<file path="src/rtl/alu_arbiter_pkg.sv">
// Shared definitions for the ALU arbiter: control codes,
// flag bit positions and FSM state encoding.
package alu_arbiter_pkg;

    localparam logic [2:0] CTRL_NOP = 3'd0;
    localparam logic [2:0] CTRL_ADD = 3'd1;
    localparam logic [2:0] CTRL_SUB = 3'd2;
    localparam logic [2:0] CTRL_AND = 3'd3;
    localparam logic [2:0] CTRL_OR  = 3'd4;
    localparam logic [2:0] CTRL_XOR = 3'd5;
    localparam logic [2:0] CTRL_SLT = 3'd6;
    localparam logic [2:0] CTRL_SLL = 3'd7;

    // Bit positions inside the packed {Z,V,C,N} flag vector.
    localparam int FLAG_Z = 3;
    localparam int FLAG_V = 2;
    localparam int FLAG_C = 1;
    localparam int FLAG_N = 0;

    typedef enum logic [1:0] {
        ST_IDLE = 2'd0,
        ST_EXEC = 2'd1,
        ST_RESP = 2'd2
    } state_t;

endpackage

</file>
<file path="src/rtl/alu_arbiter_rr.sv">
// Two-way round-robin grant logic (pure combinational).
// Ports: valid0/valid1, last_grant, enable -> grant, grant_valid.
module rr_arbiter_2 (
    input  logic valid0,
    input  logic valid1,
    input  logic last_grant,
    input  logic enable,
    output logic grant,
    output logic grant_valid
);

    always_comb begin
        grant       = 1'b0;
        grant_valid = 1'b0;
        if (enable) begin
            unique case ({valid1, valid0})
                2'b01: begin
                    grant       = 1'b0;
                    grant_valid = 1'b1;
                end
                2'b10: begin
                    grant       = 1'b1;
                    grant_valid = 1'b1;
                end
                // Contention: whoever was not served last wins.
                2'b11: begin
                    grant       = ~last_grant;
                    grant_valid = 1'b1;
                end
                default: begin
                    grant       = 1'b0;
                    grant_valid = 1'b0;
                end
            endcase
        end
    end

endmodule

</file>
<file path="src/rtl/alu_arbiter.sv">
// Shares one combinational ALU between two valid/ready requesters.
// Ports: req0_*/req1_* in, alu_* to/from ALU, rsp_* response out.
module alu_arbiter
    import alu_arbiter_pkg::*;
#(
    parameter int DATA_W = 32,
    parameter int CTRL_W = 3
) (
    input  logic              clk,
    input  logic              rst_n,
    input  logic              req0_valid,
    output logic              req0_ready,
    input  logic [DATA_W-1:0] req0_op0,
    input  logic [DATA_W-1:0] req0_op1,
    input  logic [CTRL_W-1:0] req0_ctrl,
    input  logic              req1_valid,
    output logic              req1_ready,
    input  logic [DATA_W-1:0] req1_op0,
    input  logic [DATA_W-1:0] req1_op1,
    input  logic [CTRL_W-1:0] req1_ctrl,
    output logic [DATA_W-1:0] alu_operand0,
    output logic [DATA_W-1:0] alu_operand1,
    output logic [CTRL_W-1:0] alu_control,
    input  logic [DATA_W-1:0] alu_result,
    input  logic              alu_Z,
    input  logic              alu_V,
    input  logic              alu_C,
    input  logic              alu_N,
    output logic              rsp_valid,
    input  logic              rsp_ready,
    output logic              rsp_id,
    output logic [DATA_W-1:0] rsp_result,
    output logic [3:0]        rsp_flags
);

    state_t state;
    logic   last_grant;
    logic   grant;
    logic   grant_valid;
    logic   arb_en;

    // Gating with rst_n keeps both readies low while reset is held.
    assign arb_en = (state == ST_IDLE) && rst_n;

    rr_arbiter_2 u_rr (
        .valid0      (req0_valid),
        .valid1      (req1_valid),
        .last_grant  (last_grant),
        .enable      (arb_en),
        .grant       (grant),
        .grant_valid (grant_valid)
    );

    assign req0_ready = grant_valid & ~grant;
    assign req1_ready = grant_valid & grant;

    always_ff @(posedge clk or negedge rst_n) begin
        if (!rst_n) begin
            state        <= ST_IDLE;
            last_grant   <= 1'b1;
            alu_operand0 <= '0;
            alu_operand1 <= '0;
            alu_control  <= '0;
            rsp_valid    <= 1'b0;
            rsp_id       <= 1'b0;
            rsp_result   <= '0;
            rsp_flags    <= '0;
        end else begin
            unique case (state)
                ST_IDLE: begin
                    if (grant_valid) begin
                        alu_operand0 <= grant ? req1_op0 : req0_op0;
                        alu_operand1 <= grant ? req1_op1 : req0_op1;
                        alu_control  <= grant ? req1_ctrl : req0_ctrl;
                        rsp_id       <= grant;
                        last_grant   <= grant;
                        state        <= ST_EXEC;
                    end
                end
                ST_EXEC: begin
                    rsp_result        <= alu_result;
                    rsp_flags[FLAG_Z] <= alu_Z;
                    rsp_flags[FLAG_V] <= alu_V;
                    rsp_flags[FLAG_C] <= alu_C;
                    rsp_flags[FLAG_N] <= alu_N;
                    rsp_valid         <= 1'b1;
                    state             <= ST_RESP;
                end
                ST_RESP: begin
                    if (rsp_ready) begin
                        rsp_valid    <= 1'b0;
                        alu_control  <= '0;
                        alu_operand0 <= '0;
                        alu_operand1 <= '0;
                        state        <= ST_IDLE;
                    end
                end
                default: begin
                    state        <= ST_IDLE;
                    alu_operand0 <= '0;
                    alu_operand1 <= '0;
                    alu_control  <= '0;
                    rsp_valid    <= 1'b0;
                    rsp_id       <= 1'b0;
                    rsp_result   <= '0;
                    rsp_flags    <= '0;
                end
            endcase
        end
    end

endmodule
</file>
<file path="config.mk">
export PLATFORM = sky130hd
export DESIGN_NAME = alu_arbiter
export DESIGN_NICKNAME = d
export VERILOG_FILES = /design/src/rtl/alu_arbiter_pkg.sv /design/src/rtl/alu_arbiter_rr.sv /design/src/rtl/alu_arbiter.sv
export SDC_FILE = /design/constraint.sdc
export NUM_CORES = 1
export LEC_CHECK = 0
export CAP_MARGIN = 15
export CORE_MARGIN = 3
export CORE_UTILIZATION = 36
export DETAILED_ROUTE_END_ITERATION = 12
export HOLD_SLACK_MARGIN = 0.15
export PLACE_DENSITY = 0.77
export RECOVER_POWER = 100
export SKIP_LAST_GASP = 1
export SYNTH_ARGS = -nofsm -noshare
export SYNTH_HDL_FRONTEND = slang
export SYNTH_SLANG_ARGS = --single-unit
</file>
<file path="constraint.sdc">
create_clock -name clk -period 1.8 [get_ports clk]
set_input_delay 0.36 -clock clk [delete_from_list [all_inputs] [get_ports clk]]
set_output_delay 0.36 -clock clk [all_outputs]
set_load 0.02 [all_outputs]
</file>
# ---- After elaboration in Yosys (flattened, before gate mapping)
# Index checks and enable logic that the tools add are counted.
dict set report word_totals {
  regBits 108
  input_bits 175
  output_inout_bits 107
  elab_cells 57
}
dict set report op_classes {
  n_eq_ne 7
  mux 24
  bitwise 7
  reduce_logical 10
}
# cell n
set ops {}
lappend ops {{one-hot mux 32 bit (3 select lines)} 2}
lappend ops {{2-to-1 mux 32 bit} 5}
lappend ops {{one-hot mux 32 bit (2 select lines)} 1}
lappend ops {{2-to-1 mux 3 bit} 3}
lappend ops {{one-hot mux 3 bit (3 select lines)} 1}
lappend ops {{one-hot mux 4 bit (2 select lines)} 1}
lappend ops {{AND reduction 2 bit} 4}
lappend ops {{== test 2 bit, second input constant} 3}
lappend ops {{one-hot mux 2 bit (3 select lines)} 1}
lappend ops {{2-to-1 mux 1 bit} 5}
lappend ops {{NOT 1 bit} 5}
lappend ops {{== test 2 x 1 -> 1 bit, second input constant} 2}
lappend ops {{2-to-1 mux 2 bit} 2}
lappend ops {{!= test 2 bit, second input constant} 2}
lappend ops {{one-hot mux 1 bit (2 select lines)} 2}
lappend ops {{OR reduction 2 bit} 2}
lappend ops {{one-hot mux 1 bit (3 select lines)} 1}
lappend ops {{AND reduction 3 bit} 1}
lappend ops {{OR reduction 3 bit} 1}
lappend ops {{AND 1 bit} 2}
lappend ops {{zero test 2 bit} 1}
lappend ops {{logical AND 1 bit} 1}

# ---- Depth between registers and ports, before layout
dict set report logic_depth {
  word_depth 6
  mapped_depth 8
  ltp_nobuf 5
}

# ---- By module
# A second synthesis with hierarchy kept.
dict set report unflattened {
  hier_cells 478
  hier_area_um2 5393.9
}
# module instances cells_per_inst area_per_inst_um2 seq_area_each_um2
set by_module_without_submodules {}
lappend by_module_without_submodules {alu_arbiter 1 475 5373.9 2703.8}
lappend by_module_without_submodules {rr_arbiter_2 1 3 20.0 0.0}

# ---- Worst setup path after synthesis
# No wires, ideal clock.
dict set report synth_path {
  path_type {register -> output}
  startpoint {reg state[0]}
  endpoint {out req0_ready}
  arrival_ps 1650
  required_time_ps 1440
  slack_ps -210
  path_stages_with_launch 8
  path_cell_list {dfrtp_1 > inv_1 > ha_1 > and2_1 > buf_4 > buf_6 > and2_1 > nor2_1}
}
dict set report synth_via {
  elab_chain_len 5
  word_cells_on_any_way 6
}
# element line_no
set synth_lines {}
lappend synth_lines {{from (decl)} alu_arbiter.sv:36} ;# state_t state;
lappend synth_lines {{from (signal assigned)} alu_arbiter.sv:59} ;# state <= ST_IDLE;
lappend synth_lines {{from (signal assigned)} alu_arbiter.sv:77} ;# state <= ST_EXEC;
lappend synth_lines {{from (signal assigned)} alu_arbiter.sv:87} ;# state <= ST_RESP;
lappend synth_lines {{zero test 2 bit (*)} alu_arbiter.sv:43} ;# assign arb_en = (state == ST_IDLE) && rst_n;
lappend synth_lines {{logical AND 1 bit (*)} alu_arbiter.sv:43}
lappend synth_lines {{2-to-1 mux 1 bit} alu_arbiter_rr.sv:15} ;# if (enable) begin
lappend synth_lines {{NOT 1 bit} alu_arbiter.sv:54} ;# assign req0_ready = grant_valid & ~grant;
lappend synth_lines {{AND 1 bit (*)} alu_arbiter.sv:54}
lappend synth_lines {{to (decl)} alu_arbiter.sv:12} ;# output logic req0_ready,
# Mark *: on every way between the ends. The rest lies on a longest branch, timed or not.

# ---- Final worst setup path
dict set report layout_path {
  startpoint {reg state[1]}
  endpoint {out req0_ready}
}
# Same word-level chain as after synthesis.

==> flow_summary.json <==
{
  "run_status": "finished with violations",
  "violations": "setup timing",
  "cts-htree-levels": 3,
  "fin_area_um2": 9050,
  "place_area_um2": 8400,
  "crit_fanout": 4,
  "wl_per_cell_um": 19.4,
  "fin_cells": 960,
  "power_mw": 14.7,
  "synth.cell_area_um2": 5330,
  "firstDrtPassIters": 8,
  "yosys_warnings": 0,
  "die_y_um": 128,
  "holdWs_ps": 238,
  "track_usage_pct": 20.2,
  "synth_seq_cells": 108,
  "finalCriticalPeriod_ps": 1810,
  "finalHoldViolations": 0,
  "ant_nets": 0,
  "synthCells": 497,
  "ios": 282,
  "syn_nets": 676,
  "most-common-layout-cells": "clkdlybuf4s50_1 (278), dfrtp_1 (107), nand2_1 (72)",
  "cts.sinks": 108,
  "ir_drop_v": 0.000890,
  "drc": 0,
  "regToRegEndpoint": "alu_operand0[2]",
  "post-dp-hpwl_mm": 12.2,
  "setup_viol": 1,
  "worst_slew_pin_slew_ps": 816,
  "yosysUniqueCellTypes": 25,
  "finClkSkew_ps": 6.10,
  "cts_buffer_depth": 2,
  "routabilityCongestion": 0.865,
  "fin_util_pct": 63.9,
  "antenna_found_initial": 0,
  "overflow": 0,
  "timing.final.crit_share_pct": 101,
  "rrSetupSlack_ps": 20,
  "routed_via_density": 5.51,
  "synth-seq-area-share_pct": 50.8,
  "layout_setup_ws_ps": -10.3,
  "hold_path.class": "in2async",
  "final_max_slew_viol_count": 0,
  "timing.slew.headroom_pct": 45.6,
  "crit_required_ps": 1440,
  "clockRootBuffer": "clkbuf_16",
  "reg2regPathDepth": 9,
  "vias": 5286,
  "fp.coreArea_um2": 14100,
  "fp-row-count": 43,
  "post-place-cells": 928,
  "die_x_um": 128,
  "final_layout_size_suffix_gt1_share_pct": 10.1,
  "grt_pass1_vias": 5213,
  "critPathLaunchType": "flop",
  "final_common_cell": "clkdlybuf4s50_1",
  "p_leak_nw": 3.86,
  "grt_pass1_wl_mm": 26.5,
  "start_util_pct": 37.6,
  "powerDensity_nw_per_um2": 1620,
  "cts_made_buffers": 9,
  "design.die.area_um2": 16300,
  "grt_setup_unrepaired": "true",
  "clock_latency_ps": 350,
  "grt_start_max_net_pins": 73,
  "drv_cap": 0,
  "drt_iter0_drc": 230,
  "nets": 954,
  "n_antenna_cell": 0,
  "portBuffers": 281,
  "area_delta_synth_final_pct": 69.9,
  "crit-reg2reg-launch": "state[0]",
  "dp_slack_ps": -490,
  "cp.arrival_ps": 1450,
  "path_class": "reg2out",
  "synthesis.area_per_instance_um2": 10.7,
  "wl_mm": 18.6,
  "endpoint_kind": "primary output",
  "clock.fmax_ghz": 0.552,
  "clk_pin_slew_ps": 70,
  "fin_setup_tns_ps": -10.3,
  "cts_tree": "done"
}
sequential cells by signal, summed over array words and instances (netlist names):
register / cells
state: 2
alu_operand0: 32
rsp_valid: 1
rsp_flags: 4
alu_control: 3
rsp_result: 32
alu_operand1: 32
last_grant: 1
rsp_id: 1
power breakdown:
group          internal, mW  leakage, nW  switching, mW
clock network          1.08        0.145          0.918
registers              3.60         1.45          0.664
logic                  4.09         2.27           4.31
total                  8.77         3.86           5.89
worst max-delay path, stage by stage, from the launching register on:
cell     delay (ps)
dfrtp_1         370
inv_2            60
ha_4            160
and2_4          130
and2_4          140
nor2_4          100
buf_6           120
metal layers:
metal  up-vias  track usage (%)  share of wire, %
li1       2401                -                 -
met3        28             7.82               9.9
met5         -                0                 0
met1      2623             22.9                38
met2       234             34.6                50
met4         0             7.80               2.3
layout make-up:
type	instances	area (um^2)
Fill cell	1089	5100
Timing Repair Buffer	323	3430
Sequential cell	108	2700
Multi-Input combinational cell	331	2390
Clock buffer	9	225
Tap cell	180	225
Clock inverter	7	66.3
Inverter	2	7.51
cells by family after synthesis:
kind of cell / after synthesis / synth area share [%]
AOI/OAI and AO/OA: 178 / 26.5
and+or+nand+nor: 146 / 15.4
DFF: 108 / 50.8
buffers and inverters: 58 / 5.78
adders and majority gates: 4 / 0.940
muxes: 3 / 0.634
synth_stat cells, drive strengths merged:
library cell	n	area share (%)
ha	4	0.94
nor2b	1	0.16
o21ai	37	3.5
a21boi	1	0.14
a211o	1	0.16
inv	2	0.14
nor2	2	0.14
a21o	68	9.6
nand3b	67	9.4
a32o	67	13
nor3	1	0.19
dfstp	1	0.49
nand2	72	5.1
or2	1	0.12
clkbuf	25	1.8
dfrtp	107	50
mux2	3	0.63
and2	2	0.23
o22ai	1	0.12
buf	31	3.9
o211ai	1	0.23
a21oi	2	0.19
worst max-delay path by stage:
| stage | startpoint | to | slack [ps] | depth (start not counted) |
|---|---|---|---|---|
| after floorplan | state[0] | req0_ready | 10 | 7 |
| after global placement | req0_valid | req0_ready | -470 | 5 |
| after detailed placement | req0_valid | req0_ready | -490 | 5 |
| after CTS | state[1] | req0_ready | -20 | 6 |
| after global routing | state[0] | req0_ready | -70 | 6 |
| final | state[1] | req0_ready | -10 | 6 |
what timing repair did:
item,CTS,global route
setup buffers,2,3
hold buffers,1,0
gates resized for setup,15,15
pin swaps,1,6
gates cloned,0,10
endpoints found under the hold margin,4,0
setup endpoints to repair,69,71
No activity file was read; power rests on OpenSTA's default activity.
